### config.mk
export PLATFORM = sky130hd
export DESIGN_NAME = reg_op_sequencer
export DESIGN_NICKNAME = d
export VERILOG_FILES = /design/src/rtl/reg_seq_pkg.sv /design/src/rtl/reg_op_sequencer_alu.sv /design/src/rtl/reg_op_sequencer.sv
export SDC_FILE = /design/constraint.sdc
export NUM_CORES = 1
export LEC_CHECK = 0
export ABC_CLOCK_PERIOD_IN_PS = 2000
export BUFFER_PORTS_ARGS = -buffer_cell sky130_fd_sc_hd__buf_4
export CAP_MARGIN = 20
export CORE_ASPECT_RATIO = 1.4
export CORE_UTILIZATION = 40
export DETAILED_ROUTE_END_ITERATION = 10
export GPL_ROUTABILITY_DRIVEN = 1
export PLACE_DENSITY = 0.65
export SETUP_SLACK_MARGIN = 0.3
export SYNTH_ARGS = -nofsm -noshare
export SYNTH_HDL_FRONTEND = slang
export SYNTH_SLANG_ARGS = --single-unit
### constraint.sdc
create_clock -name clk -period 2 [get_ports clk]
set_input_delay 0 -clock clk [delete_from_list [all_inputs] [get_ports clk]]
set_output_delay 0 -clock clk [all_outputs]
set_load 0.02 [all_outputs]
### src/rtl/reg_seq_pkg.sv
// Shared opcode, FSM-state and instruction-field definitions for the
// register-file operation sequencer.
package reg_seq_pkg;

  localparam logic [3:0] OP_NOP = 4'd0;
  localparam logic [3:0] OP_ADD = 4'd1;
  localparam logic [3:0] OP_SUB = 4'd2;
  localparam logic [3:0] OP_AND = 4'd3;
  localparam logic [3:0] OP_OR  = 4'd4;
  localparam logic [3:0] OP_XOR = 4'd5;
  localparam logic [3:0] OP_MOV = 4'd6;
  localparam logic [3:0] OP_LDI = 4'd7;
  localparam logic [3:0] OP_SHL = 4'd8;
  localparam logic [3:0] OP_SHR = 4'd9;

  localparam logic [1:0] ST_IDLE  = 2'd0;
  localparam logic [1:0] ST_READ  = 2'd1;
  localparam logic [1:0] ST_EXEC  = 2'd2;
  localparam logic [1:0] ST_WRITE = 2'd3;

  localparam int OP_MSB = 15;
  localparam int OP_LSB = 12;
  localparam int RD_MSB = 11;
  localparam int RD_LSB = 8;
  localparam int RA_MSB = 7;
  localparam int RA_LSB = 4;
  localparam int RB_MSB = 3;
  localparam int RB_LSB = 0;

  function automatic logic op_is_legal(input logic [3:0] op);
    return (op <= OP_SHR);
  endfunction

  function automatic logic op_sets_carry(input logic [3:0] op);
    return (op == OP_ADD) || (op == OP_SUB);
  endfunction

endpackage

### src/rtl/reg_op_sequencer_alu.sv
// Combinational ALU for the sequencer: result, carry/borrow and whether the
// opcode produces a register write.
module seq_alu
  import reg_seq_pkg::*;
#(
  parameter int DATA_W = 8
) (
  input  logic [3:0]        opcode_i,
  input  logic [DATA_W-1:0] a_i,
  input  logic [DATA_W-1:0] b_i,
  input  logic [DATA_W-1:0] imm_i,
  output logic [DATA_W-1:0] result_o,
  output logic              carry_out_o,
  output logic              writes_o
);

  logic [DATA_W:0] sum_s;
  logic [DATA_W:0] diff_s;

  // The extra MSB of the widened difference is the borrow (A < B).
  assign sum_s  = {1'b0, a_i} + {1'b0, b_i};
  assign diff_s = {1'b0, a_i} - {1'b0, b_i};

  // Opcode decode
  always_comb begin
    result_o    = '0;
    carry_out_o = 1'b0;
    writes_o    = 1'b1;
    case (opcode_i)
      OP_NOP: writes_o = 1'b0;
      OP_ADD: begin
        result_o    = sum_s[DATA_W-1:0];
        carry_out_o = sum_s[DATA_W];
      end
      OP_SUB: begin
        result_o    = diff_s[DATA_W-1:0];
        carry_out_o = diff_s[DATA_W];
      end
      OP_AND: result_o = a_i & b_i;
      OP_OR:  result_o = a_i | b_i;
      OP_XOR: result_o = a_i ^ b_i;
      OP_MOV: result_o = a_i;
      OP_LDI: result_o = imm_i;
      OP_SHL: result_o = {a_i[DATA_W-2:0], 1'b0};
      OP_SHR: result_o = {1'b0, a_i[DATA_W-1:1]};
      default: writes_o = 1'b0;
    endcase
  end

endmodule

### src/rtl/reg_op_sequencer.sv
// Four-state sequencer: accepts one instruction, reads register_file,
// computes through seq_alu and issues at most one write-back per instruction.
module reg_op_sequencer
  import reg_seq_pkg::*;
#(
  parameter int DATA_W = 8,
  parameter int ADDR_W = 4
) (
  input  logic              clk,
  input  logic              rst_n,
  input  logic [15:0]       instr,
  input  logic              instr_valid,
  output logic              instr_ready,
  output logic [ADDR_W-1:0] A_sel,
  output logic [ADDR_W-1:0] B_sel,
  input  logic [DATA_W-1:0] A,
  input  logic [DATA_W-1:0] B,
  output logic [ADDR_W-1:0] replaceSel,
  output logic [DATA_W-1:0] replaceData,
  output logic              replaceEn,
  output logic              done,
  output logic              zero,
  output logic              carry,
  output logic              illegal
);

  logic [1:0]        state_q, state_d;
  logic [15:0]       instr_q, instr_d;
  logic              ready_q, ready_d;
  logic [ADDR_W-1:0] a_sel_q, a_sel_d, b_sel_q, b_sel_d;
  logic [ADDR_W-1:0] rsel_q, rsel_d;
  logic [DATA_W-1:0] rdata_q, rdata_d;
  logic              ren_q, ren_d, done_q, done_d;
  logic              zero_q, zero_d, carry_q, carry_d, illegal_q, illegal_d;

  logic [3:0]        op_s;
  logic [DATA_W-1:0] alu_result_s;
  logic              alu_carry_s;
  logic              alu_writes_s;

  assign op_s = instr_q[OP_MSB:OP_LSB];

  seq_alu #(.DATA_W(DATA_W)) u_alu (
    .opcode_i    (op_s),
    .a_i         (A),
    .b_i         (B),
    .imm_i       (DATA_W'(instr_q[RA_MSB:RB_LSB])),
    .result_o    (alu_result_s),
    .carry_out_o (alu_carry_s),
    .writes_o    (alu_writes_s)
  );

  // Next-state logic; EXEC results land in the write-back registers on the
  // EXEC->WRITE edge so they are presented during the WRITE cycle.
  always_comb begin
    state_d   = state_q;
    instr_d   = instr_q;
    a_sel_d   = a_sel_q;
    b_sel_d   = b_sel_q;
    rsel_d    = rsel_q;
    rdata_d   = rdata_q;
    ren_d     = 1'b0;
    done_d    = 1'b0;
    zero_d    = zero_q;
    carry_d   = carry_q;
    illegal_d = illegal_q;
    case (state_q)
      ST_IDLE: begin
        if (instr_valid && ready_q) begin
          instr_d = instr;
          a_sel_d = ADDR_W'(instr[RA_MSB:RA_LSB]);
          b_sel_d = ADDR_W'(instr[RB_MSB:RB_LSB]);
          state_d = ST_READ;
        end else begin
          state_d = ST_IDLE;
        end
      end
      ST_READ: state_d = ST_EXEC;
      ST_EXEC: begin
        state_d   = ST_WRITE;
        rsel_d    = ADDR_W'(instr_q[RD_MSB:RD_LSB]);
        rdata_d   = alu_result_s;
        ren_d     = alu_writes_s;
        done_d    = 1'b1;
        illegal_d = !op_is_legal(op_s);
        if (alu_writes_s) begin
          zero_d = (alu_result_s == '0);
        end else begin
          zero_d = zero_q;
        end
        if (op_sets_carry(op_s)) begin
          carry_d = alu_carry_s;
        end else begin
          carry_d = carry_q;
        end
      end
      ST_WRITE: state_d = ST_IDLE;
      default:  state_d = ST_IDLE;
    endcase
    ready_d = (state_d == ST_IDLE);
  end

  // State and output registers
  always_ff @(posedge clk or negedge rst_n) begin
    if (!rst_n) begin
      state_q   <= ST_IDLE;
      instr_q   <= 16'h0000;
      ready_q   <= 1'b1;
      a_sel_q   <= '0;
      b_sel_q   <= '0;
      rsel_q    <= '0;
      rdata_q   <= '0;
      ren_q     <= 1'b0;
      done_q    <= 1'b0;
      zero_q    <= 1'b0;
      carry_q   <= 1'b0;
      illegal_q <= 1'b0;
    end else begin
      state_q   <= state_d;
      instr_q   <= instr_d;
      ready_q   <= ready_d;
      a_sel_q   <= a_sel_d;
      b_sel_q   <= b_sel_d;
      rsel_q    <= rsel_d;
      rdata_q   <= rdata_d;
      ren_q     <= ren_d;
      done_q    <= done_d;
      zero_q    <= zero_d;
      carry_q   <= carry_d;
      illegal_q <= illegal_d;
    end
  end

  assign instr_ready = ready_q;
  assign A_sel       = a_sel_q;
  assign B_sel       = b_sel_q;
  assign replaceSel  = rsel_q;
  assign replaceData = rdata_q;
  assign replaceEn   = ren_q;
  assign done        = done_q;
  assign zero        = zero_q;
  assign carry       = carry_q;
  assign illegal     = illegal_q;

endmodule

---- Yosys cells after proc, flatten, opt, wreduce, memory -nomap -nowiden ----
Cells that the tools add are included.
storage, ports and cells
  register bits ........................... 44
  input bits .............................. 35
  logic and storage cells ................. 47
operators by class
  add/subtract/negate cells ............... 2
  reduce and logical (&&, ||, !) cells .... 10
  mux-type cells .......................... 7
  magnitude comparators ................... 1
  equality and inequality tests ........... 12
  bitwise logic cells ..................... 3
operators by type and width
  operator            count
  $pmux 8 s9          1
  $eq 4x3->1 const B  4
  $add 8x8->9         1
  $reduce_or 9->1     1
  $sub 8x8->9         1
  $and 8x8->8         1
  $eq 4x2->1 const B  2
  $eq 4x4->1 const B  2
  $logic_not 8->1     1
  $or 8x8->8          1
  $pmux 2 s4          1
  $xor 8x8->8         1
  $reduce_and 2->1    3
  $eq 2x2->1 const B  2
  $eq 4x1->1 const B  1
  $le 4x4->1 const B  1
  $logic_not 2->1     2
  $mux 1              4
  $eq 2x1->1 const B  1
  $pmux 1 s2          1
  $logic_and 1x1->1   1
  $logic_not 1->1     1
  $logic_or 1x1->1    1

---- Logic depth before layout (Yosys ltp) ----
Gate-level depths: netlist of the first run.
  word-level depth ........................ 4
  gate-level depth with buffers ........... 11

---- By module ----
From an unflattened synthesis of the first run, not the netlist that was laid out.
unflattened totals
  cell total of the unflattened synthesis .. 316
  area total of the unflattened synthesis .. 2860.2 µm²
modules (own cells, without submodules)
  module            cells an instance  area an instance (µm²)  sequential area each (µm²)  instances
  seq_alu           221                1440.1                  0.0                         1
  reg_op_sequencer  95                 1420.1                  902.1                       1

---- Worst setup path before layout of the first run ----
No wires, ideal clock.
  path kind ............................... reg-to-reg
  start point ............................. reg instr_q[15]
  end point ............................... reg zero_q, in the netlist zero
  stages on the path, launching flop included .. 10
  data required time ...................... 1878 ps
  setup slack ............................. -62 ps
  arrival ................................. 1941 ps
  period minus slack after synthesis ...... 2062 ps
  cell sequence ........................... dfrtp_1 -> buf_6 -> or4b_4 -> buf_6 -> o41ai_2 -> nand3_1 -> nor3b_1 -> o21ai_2 -> nor2_1 -> a32o_1
between the ends
  word-level cells in the longest chain between the ends .. 4
  elaborated cells between the ends (all ways) .. 14
  classes of those cells .................. eq/ne (9); mux (2); reduce/logical (3)
RTL lines
  element                                                             line                     RTL
  start, declared                                                     reg_op_sequencer.sv:28   logic [15:0] instr_q, instr_d;
  start signal, assigned                                              reg_op_sequencer.sv:120  instr_q <= instr_d;
  parallel branches: the longest is 4 deep, another holds $pmux 8 s9  n/a
  end signal, assigned                                                reg_op_sequencer.sv:128  zero_q <= zero_d;
  end, declared                                                       reg_op_sequencer.sv:34   logic zero_q, zero_d, carry_q, carry_d, illegal_q, illegal_d;
Parallel ways; which one is timed is not known.
A chain may end at the register's enable or synchronous reset.

---- Worst setup path after layout of the first run ----
Same ends and word-level chain as after synthesis.

==> results of run 1 <==
==> cell type report <==
| class | count | area [sq um] |
|---|---|---|
| clock buffer | 8 | 90.1 |
| fill | 595 | 2580 |
| inverter | 32 | 123 |
| multi-input combinational | 229 | 1950 |
| sequential | 36 | 906 |
| tap | 95 | 119 |
| timing repair buffer | 157 | 1260 |
==> cell usage after synthesis, drive strengths merged, types with 3 or more instances <==
cell	count
a31oi	3
nor2b	8
mux2	21
mux2i	5
o311ai	3
a21oi	21
nand3	10
a221o	3
a21o	4
inv	32
a22o	5
o2bb2ai	8
nand2b	4
clkbuf	7
nand3b	3
buf	20
a221oi	3
ha	26
o21ai	21
a22oi	4
nand2	12
nor2	14
nor3	9
dfrtp	35
o221ai	3
==> through the flow <==
| stage | TNS (ns) | instance area (sq um) | setup slack [ns] | utilization (%) | total power [mW] |
|---|---|---|---|---|---|
| 4_1_cts | -0.0904 | 4410 | -0.0658 | 62.7 | 5.81 |
| 6_report | -0.118 | 4450 | -0.0806 | 63.3 | 5.92 |
| 2_1_floorplan | -0.0623 | 3020 | -0.0623 | - | 3.38 |
| 3_5_place_dp | -0.389 | 3970 | -0.146 | 56.5 | 4.84 |
| 3_3_place_gp | -0.275 | 3970 | -0.120 | 56.5 | 4.80 |
| 5_1_grt | -0.383 | 4450 | -0.167 | 63.3 | 6.28 |
==> cells by family after synthesis <==
group | Yosys count | synth area share [%]
flops | 36 | 30.6
mux | 26 | 9.71
fa+ha+maj | 28 | 12.4
xor+xnor | 2 | 0.594
simple gates | 80 | 15.4
compound gates | 93 | 21.9
buf+inv | 59 | 9.46
==> metal layers <==
layer	routed length (um)	part of all wire, %
met1	3550	40
met2	4630	52
met3	368	4.2
met4	280	3.2
met5	0	0
==> sequential cells by signal (all words and copies together), names as in the netlist <==
name         flops
state_q          2
instr_q         16
replaceEn        1
carry            1
illegal          1
replaceSel       4
zero             1
replaceData      8
instr_ready      1
done             1
==> worst max-delay path by stage <==
stage | endpoint | start | cells after the start | slack (ns)
after global routing | zero | instr_q[15] | 7 | -0.17
final | zero | instr_q[15] | 6 | -0.08
after CTS | zero | instr_q[15] | 7 | -0.07
after detailed placement | zero | instr_q[13] | 8 | -0.15
after floorplan | zero | instr_q[15] | 9 | -0.06
after global placement | zero | A[0] | 11 | -0.12
==> power breakdown <==
group          switching [mW]  internal [mW]  leakage, nW
clock network           0.254          0.281       0.0455
registers               0.255           1.09        0.440
logic                    1.96           2.08         1.65
total                    2.47           3.45         2.14
==> worst max-delay path, stage by stage (launching register included) <==
cell,delay (ns)
dfrtp_1,0.42
or4b_4,0.60
o22ai_1,0.28
nor4bb_4,0.10
and4_1,0.19
and3_1,0.14
a32o_1,0.24
==> timing repair <==
item,4_1_cts,5_1_grt
pin swaps,9,2
setup endpoints to repair,10,10
gates resized for setup,30,6
hold endpoints to repair,52,0
buffers inserted,8,1
hold buffers,17,0
==> qor.csv, run 1 <==
stage;metric;value;unit
run_status;status;complete, but fails checks;
run_status;failing checks;setup timing;
clock_network;clock slew at reported path FFs;0.07;ns
route;DRT Pass-1 Iters;4;
hold_path;worst hold endpoint;carry;
cells_and_area;# diodes;0;
synthesis;Post-Syn Area;2950;sq um
clock_network;CTS tree;built;
synthesis;sequential share of the synthesized area;30.6;%
clock_network;root buf cell;clkbuf_8;
route;via count;3003;
cells_and_area;most common cell after layout, fill and taps aside;buf_4;
critical_path;critical path endpoint category;flop;
synthesis;Yosys cell types;60;
global_routing;vias in the first global route;3070;
route;final wirelength;8830;um
placed_design;Final GP Congestion;0.895;
route;DR WL/cell;15.9;um
global_routing;GRT Total Usage;24.2;%
synthesis;Main synth FF type;dfrtp_1;
synthesis;synthesized instance count;324;
clock_network;total clock sinks;36;
floorplan;die width;74.6;um
global_routing;met3 Use GR;2.92;%
synthesis;Syn Nets;387;
clock_network;TritonCTS Buffers;5;
timing;Final Hold Vio Count;0;
synthesis;post-synthesis area per instance;9.11;sq um
clock_network;Clock Latency Late Sink;0.30;ns
critical_path;CP max FO;5;
hold_path;hold crit path type;input port to flop;
global_routing;global route overflow;0;
floorplan;I/O pins;61;
cells_and_area;layout cells sized above 1;43.5;%
job;Max Cap Violations;0;
global_routing;first-pass GRT wire length;14300;um
synthesis;fraction of registers with async set/reset;100;%
critical_path;Worst Path Required;2.19;ns
cells_and_area;Layout Nets;524;
cells_and_area;Finished Layout Cells;557;
critical_path;Worst Reg-to-Reg Cells;6;
hold_path;Worst Hold Depth;4;
synthesis;#FFs+latches synth;36;
clock_network;CTS Buffer Depth;2;
critical_path;crit start category;flop;
clock_network;CTS H-Tree Depth;2;
cells_and_area;most frequent cells in the layout;131 x buf_4, 32 x dfrtp_1, 30 x inv_1;
timing;Final Max Tran Viols;0;
global_routing;initial antenna violation count;0;
timing;Min Clock Period, post-route;2.08;ns
critical_path;R2R Path End;zero;
timing;Min Hold Slack;0.153;ns
cells_and_area;Syn-to-layout area delta;50.8;%
synthesis;Post-synth EDFFs;0;
power_and_ir_drop;Pleak;2.14;nW
floorplan;die height;104;um
placed_design;dpl cells;523;
timing;fin worst setup slack;-0.0806;ns
route;Detail Route Antenna Nets;0;
critical_path;WP data arrival;2.27;ns
synthesis;ranking of synthesized cells by area;dfrtp_1 30%, ha_1 11%, mux2_2 7.6%;
route;DRC;0;
floorplan;Initial Utilization;42.0;%
placed_design;I/O Buffers;60;
global_routing;gr busiest metal;met2;
synthesis;Yosys Warn Count;0;
timing;Fmax achieved;481;MHz
critical_path;WS Path Type;flop to flop;
power_and_ir_drop;PD cells;1330;nW/um^2
critical_path;FF-to-FF setup slack;-0.08;ns
timing;Max-slew headroom;69.7;%
global_routing;GR Util met1;28.1;%
floorplan;die area;7730;sq um
timing;Worst-Margin Slew;0.455;ns
timing;Final Cycle Share;104;%
power_and_ir_drop;worst vdd ir;1260;uV
floorplan;Row Count;36;
global_routing;GR Layer Usage met2;42.4;%
route;Starting DRT DRC Count;217;
placed_design;post-DP HPWL;6700;um
global_routing;largest net degree at the start of global routing;37;
timing;Clock Skew;0.00689;ns
hold_path;hold_sp;A[7];
route;Vias/cell;5.39;
synthesis;cell taking the most area after synthesis;dfrtp_1;
timing;RSZ-0062 raised after global routing;true;
floorplan;area of the core;7030;sq um
synthesis;Yosys top cell area share;29.7;%
timing;Final setup violation count;2;
critical_path;worst reg2reg startpoint;instr_q[15];
(Power assumes the default switching activity.)
==> inputs of run 2 (changes only) <==
Settings changed: BUFFER_PORTS_ARGS -buffer_cell sky130_fd_sc_hd__buf_4 to -buffer_cell sky130_fd_sc_hd__buf_2.
==> qor.csv, run 2 (same netlist as run 1, synthesis figures left out) <==
stage;metric;value;unit;change
cells_and_area;Layout Nets;527;;+0.57%
critical_path;WP data arrival;2.29;ns;+0.02 ns
power_and_ir_drop;Pleak;2.10;nW;-1.8%
global_routing;first-pass GRT wire length;14800;um;+3.4%
critical_path;largest delay contributor family on the critical path;simple AND/OR/NAND/NOR gates;;
placed_design;Final GP Congestion;0.903;;+0.87%
route;Starting DRT DRC Count;149;;-31%
critical_path;R2R Path End;zero;;
timing;Min Clock Period, post-route;2.10;ns;+0.0240 ns
cells_and_area;Biggest register;instr_q;;
floorplan;die height;104;um;unchanged
cells_and_area;layout cells sized above 1;43.0;%;-0.50 points
route;DRT Pass-1 Iters;4;;unchanged
timing;Fmax achieved;475;MHz;-1.1%
route;Detail Route Antenna Nets;0;;unchanged
power_and_ir_drop;sw frac;42.5;%;+0.72 points
route;DRC;0;;unchanged
timing;Max-slew headroom;47.7;%;-22 points
cells_and_area;# diodes;0;;unchanged
timing;fin worst setup slack;-0.105;ns;-0.0240 ns
cells_and_area;most common cell after layout, fill and taps aside;buf_4;;
critical_path;FF-to-FF setup slack;-0.10;ns;-0.02 ns
clock_network;Clock Latency Late Sink;0.30;ns;about the same
timing;Sum Neg Setup Slack;-0.213;ns;-0.0950 ns
route;via count;3015;;+0.40%
critical_path;critical path depth in cells;7;;+1
clock_network;CTS Buffer Depth;2;;unchanged
cells_and_area;max FFs per register;16;;unchanged
critical_path;worst reg2reg startpoint;instr_q[13];;
hold_path;hold crit path type;input port to flop;;
power_and_ir_drop;Int Power;3.25;mW;-5.7%
floorplan;Row Count;36;;unchanged
route;final wirelength;8950;um;+1.3%
timing;RSZ-0062 raised after global routing;true;;
cells_and_area;multi-input combinational cell area;1920;sq um;-1.3%
critical_path;Worst Path Required;2.19;ns;about the same
clock_network;CTS tree;built;;
power_and_ir_drop;Logic pwr share;67.2;%;-1.1 points
cells_and_area;Syn-to-layout area delta;45.5;%;
timing;Final setup violation count;3;;+1
critical_path;crit start category;flop;;
power_and_ir_drop;Seq pwr share;23.4;%;+0.8 points
critical_path;Worst Setup EP;zero;;
run_status;failing checks;setup timing;;
critical_path;Worst Reg-to-Reg Cells;7;;+1
critical_path;worst path bufs/invs;0;;unchanged
power_and_ir_drop;worst vdd ir;1160;uV;-7.8%
route;DR WL/cell;16.0;um;+0.75%
critical_path;cells along the critical path;or4b_4 -> o41ai_2 -> nand3_1 -> nor3b_1 -> o21ai_2 -> nor2_1 -> a32o_1;;
global_routing;GRT Total Usage;25.1;%;+0.93 points
global_routing;vias in the first global route;3061;;-0.29%
critical_path;WS Path Type;flop to flop;;
placed_design;I/O Buffers;60;;unchanged
job;Max Cap Violations;0;;unchanged
clock_network;clock slew at reported path FFs;0.07;ns;about the same
critical_path;slowest cell on the critical path;or4b_4;;
clock_network;TritonCTS Buffers;5;;unchanged
global_routing;largest net degree at the start of global routing;37;;unchanged
floorplan;Initial Utilization;42.0;%;unchanged
timing;Worst-Margin Slew;0.784;ns;+0.329 ns
critical_path;CP max stage delay;0.61;ns;about the same
clock_network;total clock sinks;36;;unchanged
cells_and_area;Fillers;653;;+9.7%
critical_path;CP max FO;6;;+1
power_and_ir_drop;Switch Pwr;2.40;mW;-2.9%
cells_and_area;most frequent cells in the layout;77 x buf_4, 60 x buf_2, 33 x dfrtp_1;;
global_routing;global route overflow;0;;unchanged
floorplan;area of the core;7030;sq um;unchanged
clock_network;CTS H-Tree Depth;2;;unchanged
floorplan;I/O pins;61;;unchanged
placed_design;post-DP HPWL;6770;um;+0.97%
power_and_ir_drop;clock power share;9.4;%;+0.4 points
timing;Final Cycle Share;105;%;+1.2 points
cells_and_area;Reg area;905;sq um;-0.14%
power_and_ir_drop;PD cells;1320;nW/um^2;-1.0%
clock_network;root buf cell;clkbuf_8;;
critical_path;critical path launch point;instr_q[13];;
timing;Final Hold Vio Count;0;;unchanged
cells_and_area;Layout Utilization;61.1;%;-2.2 points
floorplan;die width;74.6;um;unchanged
timing;Clock Skew;0.00717;ns;+0.000280 ns
floorplan;die area;7730;sq um;unchanged
global_routing;initial antenna violation count;0;;unchanged
critical_path;critical path endpoint category;flop;;
timing;Final Max Tran Viols;0;;unchanged
run_status;status;complete, but fails checks;;
timing;Min Hold Slack;0.183;ns;+0.0301 ns
route;Vias/cell;5.38;;-0.14%
-- run 2: cell types whose count changed in the layout (fill, tap and decap cells not counted), moves of 2 or more --
| cell | delta |
|---|---|
| buf_2 | +60 |
| buf_4 | -54 |
| buf_6 | -4 |
| nor2_1 | -2 |
| nor2_2 | +2 |
| nor2b_1 | +2 |
| o21ai_0 | +2 |
| o2bb2ai_1 | +2 |
| o2bb2ai_2 | -2 |
-- run 2: worst min-delay path: stages --
cell and delay, ns:
buf_2 0.13, ha_1 0.14, or3_1 0.10, a31oi_1 0.08
-- run 2: through the flow --
| step | std cells | worst slack [ns] | power, mW | instance area (sq um) |
|---|---|---|---|---|
| floorplan | 324 | -0.0623 | 3.38 | 3020 |
| global placement | 528 | -0.126 | 4.71 | 3870 |
| detailed placement | 528 | -0.157 | 4.75 | 3870 |
| CTS | 560 | -0.0815 | 5.59 | 4250 |
| global route | 560 | -0.206 | 6.04 | 4290 |
| finish | 560 | -0.105 | 5.65 | 4290 |
-- run 2: area by class of cell --
cell class / instances / share of cell area [%]
clock buffers: 8 / 2.10
inverters: 32 / 2.86
multi-input cells: 229 / 44.8
flip-flops and latches: 36 / 21.1
well taps: 95 / 2.77
repair buffers: 160 / 26.4
-- run 2: worst min-delay path by stage --
stage,from,endpoint,cells past startpoint
after floorplan,rst_n,carry,0
after global placement,rst_n,instr_q[3],1
after detailed placement,rst_n,instr_q[0],1
after CTS,A[7],carry,4
after global routing,A[7],carry,4
final,A[7],carry,4
-- run 2: timing repair --
item | in CTS | in global routing
hold buffers | 17 | 0
buffers inserted | 7 | 0
resized for setup | 16 | 11
endpoints found under the setup margin | 8 | 10
pin swaps | 4 | 5
endpoints found under the hold margin | 51 | 0
-- run 2: per-layer routing --
metal	GRT usage (%)	wire (um)
met5	0	0
met3	3.70	430
met1	30.2	3540
met2	42.5	4700
met4	11.7	278
-- run 2: power groups by stage --
stage	logic, mW	registers, mW	clock network, mW
global route	4.10	1.37	0.572
finish	3.80	1.32	0.531
floorplan	1.94	1.44	0
detailed placement	3.43	1.32	0
CTS	3.72	1.31	0.549
global placement	3.41	1.30	0
